### src/rtl/uart_pkg.sv
// Shared UART definitions: one-hot FSM encodings, line levels and default bit timing.
// Used by both the receiver and the transmitter so their state encodings stay aligned.
package uart_pkg;

    localparam int c_DATA_W             = 8;
    localparam int c_CYCLES_PER_BIT_DEF = 217;

    localparam logic c_LOW  = 1'b0;
    localparam logic c_HIGH = 1'b1;

    typedef enum logic [4:0] {
        S_IDLE    = 5'b00001,
        S_START   = 5'b00010,
        S_DATA    = 5'b00100,
        S_STOP    = 5'b01000,
        S_CLEANUP = 5'b10000
    } uart_state_t;

endpackage

### src/rtl/uart_rx_sync.sv
// Two-flop synchronizer for the asynchronous RX pin.
// The flops reset to the idle line level so reset release never looks like a start bit.
module uart_rx_sync
    import uart_pkg::*;
#(
    parameter logic p_RESET_VAL = c_HIGH
) (
    input  logic i_CLK,
    input  logic i_RESET_n,
    input  logic i_ASYNC,
    output logic o_SYNC
);

    logic r_meta;
    logic r_sync;

    always_ff @(posedge i_CLK or negedge i_RESET_n) begin
        if (!i_RESET_n) begin
            r_meta <= p_RESET_VAL;
            r_sync <= p_RESET_VAL;
        end else begin
            r_meta <= i_ASYNC;
            r_sync <= r_meta;
        end
    end

    assign o_SYNC = r_sync;

endmodule

### src/rtl/uart_rx.sv
// 8N1 UART receiver, LSB first, mid-bit sampling with start-glitch rejection and framing-error flag.
// o_STATE_DBG exposes the one-hot FSM state for observation.
module uart_rx
    import uart_pkg::*;
#(
    parameter int c_CYCLES_PER_BIT = c_CYCLES_PER_BIT_DEF
) (
    input  logic                i_CLK,
    input  logic                i_RESET_n,
    input  logic                i_SERIAL_DATA,
    output logic [c_DATA_W-1:0] o_PARALLEL_DATA,
    output logic                o_RX_DV,
    output logic                o_RX_ACTIVE,
    output logic                o_FRAME_ERR,
    output logic [4:0]          o_STATE_DBG
);

    localparam int                 c_CNT_W = $clog2(c_CYCLES_PER_BIT);
    localparam logic [c_CNT_W-1:0] c_HALF  = c_CNT_W'((c_CYCLES_PER_BIT - 1) / 2);
    localparam logic [c_CNT_W-1:0] c_LAST  = c_CNT_W'(c_CYCLES_PER_BIT - 1);
    localparam logic [c_CNT_W-1:0] c_ONE   = c_CNT_W'(1);

    logic w_rx_s;

    uart_rx_sync #(
        .p_RESET_VAL (c_HIGH)
    ) u_sync (
        .i_CLK     (i_CLK),
        .i_RESET_n (i_RESET_n),
        .i_ASYNC   (i_SERIAL_DATA),
        .o_SYNC    (w_rx_s)
    );

    uart_state_t         r_state;
    logic [c_CNT_W-1:0]  r_cnt;
    logic [2:0]          r_idx;
    logic [c_DATA_W-1:0] r_shift;
    logic [c_DATA_W-1:0] r_data;
    logic                r_rx_dv;
    logic                r_rx_active;
    logic                r_frame_err;

    always_ff @(posedge i_CLK or negedge i_RESET_n) begin
        if (!i_RESET_n) begin
            r_state     <= S_IDLE;
            r_cnt       <= '0;
            r_idx       <= '0;
            r_shift     <= '0;
            r_data      <= '0;
            r_rx_dv     <= 1'b0;
            r_rx_active <= 1'b0;
            r_frame_err <= 1'b0;
        end else begin
            // Status outputs are single-cycle pulses unless re-asserted below.
            r_rx_dv     <= 1'b0;
            r_frame_err <= 1'b0;

            case (r_state)
                S_IDLE: begin
                    r_cnt       <= '0;
                    r_idx       <= '0;
                    r_rx_active <= 1'b0;
                    if (w_rx_s == c_LOW) begin
                        r_state <= S_START;
                    end
                end

                S_START: begin
                    // Re-check the line at mid start bit; a high here was only a glitch.
                    if (r_cnt == c_HALF) begin
                        r_cnt <= '0;
                        if (w_rx_s == c_LOW) begin
                            r_rx_active <= 1'b1;
                            r_state     <= S_DATA;
                        end else begin
                            r_state <= S_IDLE;
                        end
                    end else begin
                        r_cnt <= r_cnt + c_ONE;
                    end
                end

                S_DATA: begin
                    if (r_cnt == c_LAST) begin
                        r_cnt          <= '0;
                        r_shift[r_idx] <= w_rx_s;
                        if (r_idx == 3'd7) begin
                            r_idx   <= '0;
                            r_state <= S_STOP;
                        end else begin
                            r_idx <= r_idx + 3'd1;
                        end
                    end else begin
                        r_cnt <= r_cnt + c_ONE;
                    end
                end

                S_STOP: begin
                    if (r_cnt == c_LAST) begin
                        r_cnt <= '0;
                        if (w_rx_s == c_HIGH) begin
                            r_data  <= r_shift;
                            r_rx_dv <= 1'b1;
                        end else begin
                            r_frame_err <= 1'b1;
                        end
                        r_state <= S_CLEANUP;
                    end else begin
                        r_cnt <= r_cnt + c_ONE;
                    end
                end

                S_CLEANUP: begin
                    // Leaving on the first high sample (mid stop bit) lets a back-to-back start bit be caught.
                    if (w_rx_s == c_HIGH) begin
                        r_rx_active <= 1'b0;
                        r_state     <= S_IDLE;
                    end
                end

                default: begin
                    r_cnt       <= '0;
                    r_idx       <= '0;
                    r_rx_active <= 1'b0;
                    r_state     <= S_IDLE;
                end
            endcase
        end
    end

    assign o_PARALLEL_DATA = r_data;
    assign o_RX_DV         = r_rx_dv;
    assign o_RX_ACTIVE     = r_rx_active;
    assign o_FRAME_ERR     = r_frame_err;
    assign o_STATE_DBG     = r_state;

endmodule
### config.mk
export PLATFORM = sky130hd
export DESIGN_NAME = uart_rx
export DESIGN_NICKNAME = d
export VERILOG_FILES = /design/src/rtl/uart_pkg.sv /design/src/rtl/uart_rx_sync.sv /design/src/rtl/uart_rx.sv
export SDC_FILE = /design/constraint.sdc
export NUM_CORES = 1
export LEC_CHECK = 0
export BUFFER_PORTS_ARGS = -buffer_cell sky130_fd_sc_hd__buf_2
export CORE_ASPECT_RATIO = 0.75
export CORE_MARGIN = 5
export CORE_UTILIZATION = 62
export DETAILED_ROUTE_END_ITERATION = 8
export GPL_TIMING_DRIVEN = 0
export HOLD_SLACK_MARGIN = 0.08
export PLACE_DENSITY = 0.91
export RECOVER_POWER = 25
export SYNTH_ARGS = -nofsm -noshare
export SYNTH_HDL_FRONTEND = slang
export SYNTH_HIERARCHICAL = 1
export SYNTH_SLANG_ARGS = --single-unit
### constraint.sdc
create_clock -name i_CLK -period 4.2 [get_ports i_CLK]
set_input_delay 0.63 -clock i_CLK [delete_from_list [all_inputs] [get_ports i_CLK]]
set_output_delay 0.63 -clock i_CLK [all_outputs]
set_load 0.1 [all_outputs]
==> results.py <==
metrics = {
    "layout": {
        "final_common_cell": "dfrtp_1",
        "fin_cells": 222,
        "n_fill_cell": 184,
        "regArea_um2": 929.6,
        "layout.nets": 192,
        "final_cell_mix": "34 x dfrtp_1, 18 x buf_2, 13 x nand2_1, 13 x mux2_2, 12 x nor2_1",
        "drive_gt1_share_pct": 29.03,
        "syn2layout_area_growth_pct": 12.26,
        "final_cell_area_um2": 2017,
        "finish.utilization_pct": 74.63,
        "antenna_cells": 0,
        "multi_input_comb_area_um2": 832.0,
    },
    "worst_setup_path": {
        "r2r_end": "o_STATE_DBG[2]",
        "critPathArrivalTime_ns": 2.31,
        "crit_buf_inv": 1,
        "rr_startpoint": "r_cnt[0]",
        "critPathLaunchType": "register",
        "cp.required_ns": 4.37,
        "cp_num_cells": 6,
        "slowest_stage": "nor4b_4",
        "end_kind": "register",
        "rr_worst_depth": 6,
        "rrSetupSlack_ns": 2.06,
        "path_class": "register to register",
        "critPathMaxFanout": 7,
        "path_delay_family": "simple AND/OR/NAND/NOR gates",
        "crit_path_max_incr_delay_ns": 0.44,
        "crit_path_cell_trace": "inv_1, ha_1, nor4b_4, o22ai_2, nor3_2, mux2_1",
    },
    "global_routing": {
        "grt_pass1_wl_um": 6016,
        "overflow": 0,
        "grt_pass1_vias": 1258,
        "grt_max_degree": 38,
        "grt_antenna_before_repair": 0,
        "grt_usage_pct": 19.26,
    },
    "synthesis": {
        "synthCells": 160,
        "syn-num-nets": 167,
        "yosys.area.top_type": "dfrtp_1",
        "synth_top_flop_cell": "dfrtp_1",
        "synthXorXnorAreaFrac_pct": 0.9749,
        "syn-mean-instance-area_um2": 11.23,
        "ys_types": 38,
        "synth-edff-count": 0,
        "synth-seq-cells": 37,
        "muxShareOfSynthArea_pct": 11.28,
        "synth_top_family_by_area": "simple AND/OR/NAND/NOR gates",
        "postSynth.asyncResetShare_pct": 100.0,
        "netlist_top_cells_area": "dfrtp_1 47%, mux2_2 8.1%, dfstp_2 4.4%",
        "synth_compound_area_share_pct": 10.10,
        "synth_top_area_share_pct": 47.35,
        "yosys_warnings": 6,
        "synth-adder-area-share_pct": 2.786,
        "syn-cell-area_um2": 1797,
        "yosys.area_share.simple_pct": 21.17,
        "ys_seq_area_share_pct": 51.74,
    },
    "placement": {
        "placed_cells": 214,
        "place_area_um2": 1932,
        "gp_congestion": 0.9115,
        "dp_slack_ns": 2.138,
        "portBuffers": 18,
        "hpwl_um": 2482,
    },
    "clocking": {
        "cts-root-buf": "clkbuf_8",
        "htreeDepth": 2,
        "cts_max_path_buffers": 2,
        "hold_buffers": 0,
        "clock-sinks": 37,
        "postCtsSetupRepairBufs": 0,
        "clk_latency_ns": 0.29,
        "tritoncts": "built",
        "path_clk_slew_ns": 0.07,
        "numCtsBuffers": 5,
        "cts_resized": 0,
    },
    "floorplanning": {
        "core_um2": 2703,
        "fp.dieArea_um2": 4086,
        "dieHeight_um": 56.62,
        "row_count": 16,
        "initial_core_util_pct": 66.48,
        "ios": 19,
        "die_w_um": 72.16,
    },
    "min_path": {
        "hold_path.class": "register to register",
        "min-delay-start": "u_sync/r_meta",
        "hold_depth": 0,
        "whs_endpoint": "u_sync/o_SYNC",
    },
    "sta": {
        "skew_ns": 0.009703,
        "worst_slack_ns": 2.062,
        "finalCriticalPeriod_ns": 2.138,
        "setup_viol": 0,
        "period_share_pct": 50.90,
        "worst_slew_pin_slew_ns": 1.894,
        "fin_hold_ws_ns": 0.3653,
        "max_freq_ghz": 0.4677,
        "slew_violations": 38,
        "rsz0062_at_grt": "false",
        "timing.slew.headroom_pct": -26.30,
        "finalHoldViolations": 0,
        "tns_ns": 0,
    },
    "route": {
        "viasPerCell": 5.905,
        "wl_per_cell_um": 15.44,
        "drtAntennaViolNets": 0,
        "routed_wl_um": 3427,
        "drc": 0,
        "vias": 1311,
        "drt_iter0_drc": 61,
        "drt_first_pass_iters": 4,
    },
    "pwr": {
        "power_mw": 0.9478,
        "pwr_density_cell_nw_per_um2": 469.9,
        "power.leakage_nw": 1.038,
        "ir_drop_mv": 0.4636,
    },
    "outcome": {
        "violations": "max-capacitance violations, max-slew violations",
        "status": "finished with violations",
    },
    "flow_run": {
        "cap_viol_max_count": 1,
    },
}
cells by family (layout without fill, tap and decap cells):
kind of cell | count (synthesis) | count (layout)
AND/OR/NAND/NOR | 65 | 65
XOR/XNOR | 2 | 2
multiplexers | 17 | 17
buffers and inverters | 9 | 35
flip-flops | 37 | 37
AO/OA/AOI/OAI | 26 | 26
adder cells (fa/ha/maj) | 4 | 4
worst max path at each step:
stage               slack (ns)           start                  to
global placement          2.17        r_cnt[0]      o_STATE_DBG[2]
detailed placement        2.14        r_cnt[0]      o_STATE_DBG[2]
CTS                       2.10        r_cnt[1]      o_STATE_DBG[2]
finish                    2.06        r_cnt[0]      o_STATE_DBG[2]
floorplan                 1.92  o_STATE_DBG[2]      o_STATE_DBG[2]
global route              1.86       i_RESET_n  o_PARALLEL_DATA[4]
per-layer routing:
metal	wire, µm	global-route usage, %	vias to the layer above	part of all wire [%]
met1	1653	26.52	643	48
met4	75	9.651	0	2.2
met2	1526	28.27	33	45
met5	0	0	-	0
met3	172	4.456	7	5.0
li1	-	-	628	-
where the power goes:
part           switching (mW)  leakage, nW  internal (mW)
combinational           0.202        0.490         0.0872
clock                   0.125       0.0439          0.114
sequential             0.0369        0.504          0.383
total                   0.364         1.04          0.584
area by class of cell:
| type | count | area share [%] |
|---|---|---|
| Sequential cell | 37 | 46.09 |
| Multi-Input combinational cell | 114 | 41.25 |
| Timing Repair Buffer | 18 | 4.404 |
| Clock buffer | 5 | 3.412 |
| Tap cell | 36 | 2.233 |
| Inverter | 6 | 1.117 |
| Clock inverter | 3 | 0.8685 |
| Buffer | 3 | 0.6203 |
registers in the layout, summed over array words and instances, names as in the netlist:
name	cells
r_idx	3
o_PARALLEL_DATA	8
o_RX_DV	1
u_sync/o_SYNC	1
o_FRAME_ERR	1
o_STATE_DBG	5
r_shift	8
r_cnt	8
u_sync/r_meta	1
o_RX_ACTIVE	1
synthesized netlist by cell type, types with 4 or more instances:
| cell | count |
|---|---|
| inv_1 | 6 |
| ha_1 | 4 |
| nand3_1 | 11 |
| nor2_1 | 12 |
| nor2b_1 | 4 |
| dfrtp_1 | 34 |
| mux2_2 | 13 |
| nand2_1 | 13 |
| nor3_1 | 8 |
| o21ai_0 | 9 |
| a22o_1 | 4 |
worst register-to-register path: stages, from the launching register on:
cell and delay (ns):
dfrtp_1 0.43, inv_1 0.08, ha_1 0.18, nor4b_4 0.44
o22ai_2 0.23, nor3_2 0.32, mux2_1 0.35
No activity file was read; power rests on OpenSTA's default activity.
